## src/rtl/vdma_rd_line_sequencer.sv

```systemverilog
// Read-side line sequencer for the VDMA pixel unpacker: align, stream, flush per line.
// Optional watchdog on the WAIT state is enabled with `define VDMA_SEQ_WDOG_EN.
module vdma_rd_line_sequencer #(
  parameter int PIX_W  = 16,
  parameter int LINE_W = 16,
  parameter int WCNT_W = 10,
  parameter int WDOG_W = 16
) (
  input  logic              clock,
  input  logic              rst_n,
  input  logic              frame_start,
  input  logic [PIX_W-1:0]  hactive,
  input  logic [LINE_W-1:0] vactive,
  input  logic [WCNT_W-1:0] line_words,
  input  logic [WCNT_W-1:0] fifo_count,
  input  logic              fifo_empty,
  input  logic              dp_ird_en,
  input  logic              push_ready,
  output logic              dp_ialign,
  output logic              dp_force_rd,
  output logic              dp_ord_en,
  output logic              seq_pop,
  output logic              o_push,
  output logic              o_sof,
  output logic              o_eol,
  output logic              busy,
  output logic              frame_done,
  output logic              err_underflow,
  output logic              err_timeout
);

  typedef enum logic [2:0] {
    S_IDLE,
    S_WAIT,
    S_ALIGN,
    S_STREAM,
    S_FLUSH
  } state_t;

  state_t            state;
  logic [PIX_W-1:0]  hactive_q;
  logic [PIX_W-1:0]  pix_cnt;
  logic [LINE_W-1:0] vactive_q;
  logic [LINE_W-1:0] line_cnt;
  logic [WCNT_W-1:0] line_words_q;
  logic [WCNT_W-1:0] word_cnt;
  logic              sof_pending;
  logic              wdog_force;
  logic              last_pix;
  logic              words_done;

  assign last_pix    = (pix_cnt == hactive_q - PIX_W'(1));
  assign words_done  = (word_cnt >= line_words_q);
  assign dp_ord_en   = (state == S_STREAM) & push_ready;
  // A word popped by the unpacker this cycle already advances the count, so skip our own pop.
  assign seq_pop     = (state == S_FLUSH) & ~words_done & ~dp_ird_en;
  assign dp_force_rd = ((state == S_FLUSH) & words_done) | wdog_force;
  assign busy        = (state != S_IDLE);

`ifdef VDMA_SEQ_WDOG_EN
  logic [WDOG_W-1:0] wdog_cnt;
`else
  assign wdog_force  = 1'b0;
  assign err_timeout = 1'b0;
`endif

  always_ff @(posedge clock or negedge rst_n) begin
    if (!rst_n) begin
      state         <= S_IDLE;
      hactive_q     <= '0;
      vactive_q     <= '0;
      line_words_q  <= '0;
      pix_cnt       <= '0;
      line_cnt      <= '0;
      word_cnt      <= '0;
      sof_pending   <= 1'b0;
      dp_ialign     <= 1'b0;
      o_push        <= 1'b0;
      o_sof         <= 1'b0;
      o_eol         <= 1'b0;
      frame_done    <= 1'b0;
      err_underflow <= 1'b0;
`ifdef VDMA_SEQ_WDOG_EN
      wdog_cnt      <= '0;
      wdog_force    <= 1'b0;
      err_timeout   <= 1'b0;
`endif
    end else begin
      dp_ialign  <= 1'b0;
      frame_done <= 1'b0;
      o_push     <= dp_ord_en;
      o_sof      <= dp_ord_en & sof_pending;
      o_eol      <= dp_ord_en & last_pix;
      if ((dp_ird_en | seq_pop) & fifo_empty) err_underflow <= 1'b1;
`ifdef VDMA_SEQ_WDOG_EN
      wdog_cnt   <= '0;
      wdog_force <= 1'b0;
`endif

      case (state)
        S_IDLE: begin
          if (frame_start) begin
            hactive_q    <= hactive;
            vactive_q    <= vactive;
            line_words_q <= line_words;
            line_cnt     <= '0;
            sof_pending  <= 1'b1;
            state        <= S_WAIT;
          end
        end

        S_WAIT: begin
          if (fifo_count >= line_words_q) begin
            dp_ialign <= 1'b1;
            state     <= S_ALIGN;
          end
`ifdef VDMA_SEQ_WDOG_EN
          else if (&wdog_cnt) begin
            err_timeout <= 1'b1;
            wdog_force  <= 1'b1;
            state       <= S_IDLE;
          end else begin
            wdog_cnt <= wdog_cnt + WDOG_W'(1);
          end
`endif
        end

        S_ALIGN: begin
          pix_cnt  <= '0;
          word_cnt <= WCNT_W'(dp_ird_en);
          state    <= S_STREAM;
        end

        S_STREAM: begin
          if (dp_ird_en) word_cnt <= word_cnt + WCNT_W'(1);
          if (dp_ord_en) begin
            pix_cnt     <= pix_cnt + PIX_W'(1);
            sof_pending <= 1'b0;
            if (last_pix) state <= S_FLUSH;
          end
        end

        S_FLUSH: begin
          // Below the line size exactly one word leaves per cycle: either the unpacker's or ours.
          if (!words_done) begin
            word_cnt <= word_cnt + WCNT_W'(1);
          end else begin
            line_cnt <= line_cnt + LINE_W'(1);
            if (line_cnt == vactive_q - LINE_W'(1)) begin
              frame_done <= 1'b1;
              state      <= S_IDLE;
            end else begin
              state <= S_WAIT;
            end
          end
        end

        default: state <= S_IDLE;
      endcase
    end
  end

endmodule
```

## config.mk

```make
export PLATFORM = sky130hd
export DESIGN_NAME = vdma_rd_line_sequencer
export DESIGN_NICKNAME = d
export VERILOG_FILES = /design/src/rtl/vdma_rd_line_sequencer.sv
export SDC_FILE = /design/constraint.sdc
export NUM_CORES = 1
export LEC_CHECK = 0
export CAP_MARGIN = 20
export CORE_ASPECT_RATIO = 2
export CORE_MARGIN = 10
export CORE_UTILIZATION = 28
export CTS_BUF_LIST = sky130_fd_sc_hd__clkbuf_16
export DETAILED_ROUTE_END_ITERATION = 12
export GPL_TIMING_DRIVEN = 0
export PLACE_DENSITY = 0.44
export SLEW_MARGIN = 20
export SYNTH_ARGS = -nofsm -noshare
export SYNTH_HDL_FRONTEND = slang
export SYNTH_SLANG_ARGS = --single-unit
```

## constraint.sdc

```tcl
create_clock -name clock -period 4 [get_ports clock]
set_input_delay 0.8 -clock clock [delete_from_list [all_inputs] [get_ports clock]]
set_output_delay 0.8 -clock clock [all_outputs]
set_load 0.01 [all_outputs]
```

==> out/metrics.cfg, run 1 <==
[sta]
min_period_ps=3796
relSlewSlack_pct=52.37
tightest_slew_ps=708.6
rsz0062_at_grt=no
hold_viol=0
setup_violations=0
period_share_pct=94.91
fin_skew_ps=12.72
slew_viol_final=0
max_freq_mhz=263.4

[critical_path]
r2r-end=state[0]
crit_fanout=10
critical_path_required_ps=3200
rr_worst_depth=7
r2r-start=vactive_q[2]
worstSetupPathType=reg -> out
critical_path.most_common_cell=a21o_1
crit_arrival_ps=3000
cp-start-kind=flip-flop
cp_slowest_cell=clkdlybuf4s50_1
slowest_delay_ps=550
crit_chain=inv_1 -> ha_1 -> nand2b_1 -> a21o_1 -> a21o_1 -> a21oi_2 -> o31ai_4 -> buf_2 -> nor2_1 -> clkdlybuf4s50_1
cp-end-kind=output pin
regToRegSetupSlack_ps=690

[global_route]
first_global_vias=5322
grt_max_degree=57
grt_antenna_before_repair=0
met2_usage_pct=25.11
grt_pass1_wl_um=28180
grt.met3_usage_pct=2.134
busiest_layer=met2
overflow=0
met1_usage_pct=13.37
track_usage_pct=13.28

[pwr]
ir_drop_mv=0.2550
power.switching_mw=1.828
finalPower_mw=4.561
p_int_mw=2.733
seqPwrFrac_pct=36.9
p_leak_nw=3.154
p_clk_share_pct=22.0
pwr-share-comb_pct=41.1
p_per_area_nw_per_um2=638.4
swShare_pct=40.08

[floorplanning]
die_x_um=121.2
core-area_um2=20280
fp.dieH_um=222.3
ios=69
rows=74
die-area_um2=26940
initial_core_util_pct=28.26

[clock_tree]
clock_sinks=94
htreeDepth=3
cts_buffers=9
hold_buffers=0
insertion_delay_ps=350
cts.clk_slew.worst_paths_ps=70
cts_root_buf=clkbuf_16
cts_tree=built
clk_path_buf_depth=2

[logic_synthesis]
synthFlopType=dfrtp_1
ys_seq_area_share_pct=41.05
ys_top_cells_by_area=dfrtp_1, nand2_1, ha_1
yosysUniqueCellTypes=59
ys_seq_elements=94
synthCells=665
synth_edf_count=0
synth_nets=748
synth-async-reset-ratio_pct=100.0
yosys_warnings=0
yosys.cell_count.top_type=nand2_1
synth_common_cells=nand2_1, dfrtp_1, nor2_1
syn_area_um2=5730
avgSynthCellArea_um2=8.617
yosysTopAreaCell=dfrtp_1
synth_top_area_share_pct=41.05

[route]
dr.pass1.iters=4
drtIter0Drc=226
routed_via_density=4.889
routed_wl_um=17370
detail-route-antenna-nets=0
drc=0
num_vias=4972
drt-wirelength-per-cell_um=17.08

[placed_design]
gp_congestion=0.8371
placedCellCount=999
port_buffers=67
hpwl_um=13760

[final_layout]
drive_gt1_share_pct=5.193
final_nets=829
instances_no_fill=1017
diodes=0
fin_util_pct=35.23
fill_cells=2115
area_delta_synth_final_pct=24.67

[job]
drv_cap=0

[outcome]
status=complete, no violations

[hold_path]
hold_path_class=in -> async

-- flip-flops by register name, summed over array words and instances, names as in the netlist, 3 cells and up --
| register | count |
|---|---|
| state | 3 |
| line_words_q | 10 |
| hactive_q | 16 |
| pix_cnt | 16 |
| line_cnt | 16 |
| vactive_q | 16 |
| word_cnt | 10 |
-- worst max path at each step --
stage | from | endpoint | slack, ps | cells after the start
2_1_floorplan | word_cnt[0] | seq_pop | 1120 | 9
3_3_place_gp | rst_n | pix_cnt[13] | -1770 | 1
3_5_place_dp | word_cnt[0] | seq_pop | 20 | 10
4_1_cts | word_cnt[0] | seq_pop | 80 | 10
5_1_grt | word_cnt[0] | seq_pop | 30 | 10
6_report | word_cnt[0] | seq_pop | 200 | 10
-- power groups by stage --
stage               combinational, mW  clock [mW]  sequential (mW)
floorplan                        1.40           0             1.56
global placement                 1.80           0             1.69
detailed placement               1.87           0             1.70
CTS                              1.90        1.03             1.69
global route                     2.14        1.06             1.74
finish                           1.88        1.00             1.68
-- final cells by class --
class | instances | area (um^2) | share of cell area (%)
multi-input cells | 515 | 3167 | 44.33
flip-flops and latches | 94 | 2352 | 32.92
repair buffers | 71 | 721.9 | 10.11
well taps | 266 | 332.8 | 4.658
clock buffers | 9 | 225.2 | 3.152
plain buffers | 31 | 137.6 | 1.926
clock inverters | 7 | 113.9 | 1.594
inverters | 24 | 93.84 | 1.313
-- repair_timing --
item	in CTS	in global routing
resized for setup	4	4
buffers inserted	0	3
endpoints found under the setup margin	2	2
-- placed cells by master (no fill, tap or decap), types with 24 or more instances in the layout --
master           instances
inv_1                   24
dfrtp_1                 94
xnor2_1                 27
ha_1                    25
clkdlybuf4s50_1         66
o21ai_0                 27
nor2_1                  40
nand2_1                141
a21oi_1                 26
nand3_1                 32
-- critical path, delay by kind of cell, from the launching register on --
family                   cells  cell delay (ps)
adder cells (fa/ha/maj)      1              280
flip-flops                   1              440
buffers and inverters        3              900
AND/OR/NAND/NOR              2              240
AO/OA/AOI/OAI                4              780
-- routing by layer --
metal,part of all wire (%),vias up
met1,37,2389
met3,2.8,31
met2,57,84
li1,-,2468
met5,0,-
met4,4.0,0
-- stage by stage --
step	area (um^2)	worst slack (ps)	hold slack [ps]	TNS, ps
after floorplan	5731	1123	438.7	0
after global placement	6734	-1770	444.1	-165520
after detailed placement	6763	22.99	443.5	0
after CTS	7117	83.02	359.9	0
after global routing	7144	32.24	369.3	0
final	7144	203.8	344.9	0
-- cells by family after synthesis --
logic type	after synthesis	synth area share (%)
simple gates	316	26.92
mux	15	2.664
compound gates	109	12.34
flops	94	41.05
buf+inv	56	4.018
fa+ha+maj	25	5.459
xor+xnor	49	7.489
other cells	1	0.06544
Power figures use the tool's default switching activity.
==> run 2: changes to the inputs <==
--- a/config.mk
+++ b/config.mk
@@ -6,13 +6,14 @@
 export NUM_CORES = 1
 export LEC_CHECK = 0
 export CAP_MARGIN = 20
+export CELL_PAD_IN_SITES_DETAIL_PLACEMENT = 1
+export CELL_PAD_IN_SITES_GLOBAL_PLACEMENT = 1
 export CORE_ASPECT_RATIO = 2
 export CORE_MARGIN = 10
 export CORE_UTILIZATION = 28
 export CTS_BUF_LIST = sky130_fd_sc_hd__clkbuf_16
 export DETAILED_ROUTE_END_ITERATION = 12
-export GPL_TIMING_DRIVEN = 0
-export PLACE_DENSITY = 0.44
+export PLACE_DENSITY = 0.55
 export SLEW_MARGIN = 20
 export SYNTH_ARGS = -nofsm -noshare
 export SYNTH_HDL_FRONTEND = slang
==> run 2 against run 1 <==
Against the previous run:
- final area down 3.2%
- total power down 5.6%
- die area unchanged
- count of clock-buffer cells in the layout unchanged
- cell count down 2.9%
- wire length up 4.3%
- core utilization down 1.1 points
- highest routed layer unchanged
- critical path depth down 1
- via count down 0.50%
- setup slack better by 120 ps
- largest power group unchanged
==> out/metrics.cfg, run 2 (synthesized netlist as in run 1, its figures left out) <==
[outcome]
status=complete, no violations

[route]
wl_met1_um=6979
drtIter0Drc=153
detail-route-antenna-nets=0
routed_via_density=5.007
routed_wl_um=18120
drc=0
met3WireLength_um=375
dr.pass1.iters=4
drt-wirelength-per-cell_um=18.34
wl_met2_um=10330
num_vias=4947
routed.top_layer=met4

[final_layout]
fin_util_pct=34.12
final_area_um2=6918
diodes=0
area_delta_synth_final_pct=20.72
final_common_cell=nand2_1
layout.cells.most_common_list=nand2_1, dfrtp_1, clkdlybuf4s50_1
drive_gt1_share_pct=4.709
final_nets=801
instances_no_fill=988

[sta]
setup_violations=0
min_period_ps=3672
max_freq_mhz=272.3
period_share_pct=91.80
relSlewSlack_pct=37.71
tns_ps=0
fin_skew_ps=7.800
slew_viol_final=0
rsz0062_at_grt=no
postLayoutSetupSlackWorst_ps=328.0
hold_slack_ps=459.0
tightest_slew_ps=934.4
hold_viol=0

[clock_tree]
cts.clk_slew.worst_paths_ps=60
postCtsSetupRepairBufs=0
insertion_delay_ps=360
cts_root_buf=clkbuf_16
clock_sinks=94
hold_buffers=0
cts_tree=built
cts_resized=0
clk_path_buf_depth=2
htreeDepth=3
cts_buffers=9

[floorplanning]
die_x_um=121.2
ios=69
fp.dieH_um=222.3
initial_core_util_pct=28.26
die-area_um2=26940
rows=74
core-area_um2=20280

[critical_path]
crit_arrival_ps=2870
cp_slowest_cell=clkdlybuf4s50_1
crit_chain=inv_1 -> ha_1 -> nand2b_1 -> a21o_1 -> a21o_1 -> a21oi_1 -> o21a_1 -> inv_1 -> clkdlybuf4s50_1
crit_fanout=13
slowest_delay_ps=560
worstSetupPathType=reg -> out
critical_path_required_ps=3200
cp-start-kind=flip-flop
cp-end-kind=output pin

[placed_design]
hpwl_um=13960
placedCellCount=973
port_buffers=67
pre_cts_ws_ps=705.0
gp_congestion=0.8149
place_area_um2=6668

[global_route]
track_usage_pct=13.98
overflow=0
first_global_vias=5505
grt_max_degree=69
grt_antenna_before_repair=0
grt_pass1_wl_um=29730

[pwr]
p_leak_nw=3.089
p_per_area_nw_per_um2=622.1
finalPower_mw=4.304
ir_drop_mv=0.2338

[hold_path]
hold_path_class=reg -> reg

[job]
drv_cap=0

-- run 2: path summary, 6_finish.rpt --
kind                            endpoint  slack (ps)     startpoint  cells past startpoint
max reg2reg                     state[0]        1040   hactive_q[3]                      7
min                        err_underflow         460  err_underflow                      1
min reg2reg                err_underflow         460  err_underflow                      1
min in group asynchronous   vactive_q[8]         570          rst_n                      1
max                          dp_force_rd         330    word_cnt[0]                      9
max in group asynchronous  hactive_q[13]        2580          rst_n                      2
-- run 2: routing by layer --
layer  vias to the layer above  track usage, %
met4                         0           5.682
li1                       2411               -
met2                        52           26.58
met3                        20           2.261
met5                         -               0
met1                      2464           14.50
-- run 2: cell type report --
class	count	area, um^2
repair buffers	74	733.2
clock inverters	6	25.02
fillers	2372	13360
inverters	24	90.09
clock buffers	9	225.2
flip-flops and latches	94	2352
well taps	266	332.8
multi-input cells	515	3159
-- run 2: power by group --
part	internal [mW]	switching [mW]	leakage (nW)
combinational	0.817	0.951	1.75
sequential	1.28	0.470	1.20
clock	0.407	0.378	0.140
total	2.50	1.80	3.09
-- run 2: worst max-delay path, delay by kind of cell, from the launching register on --
kind | cells | cell delay [ps]
buf+inv | 3 | 860
compound gates | 4 | 840
fa+ha+maj | 1 | 260
flops | 1 | 410
simple gates | 1 | 140
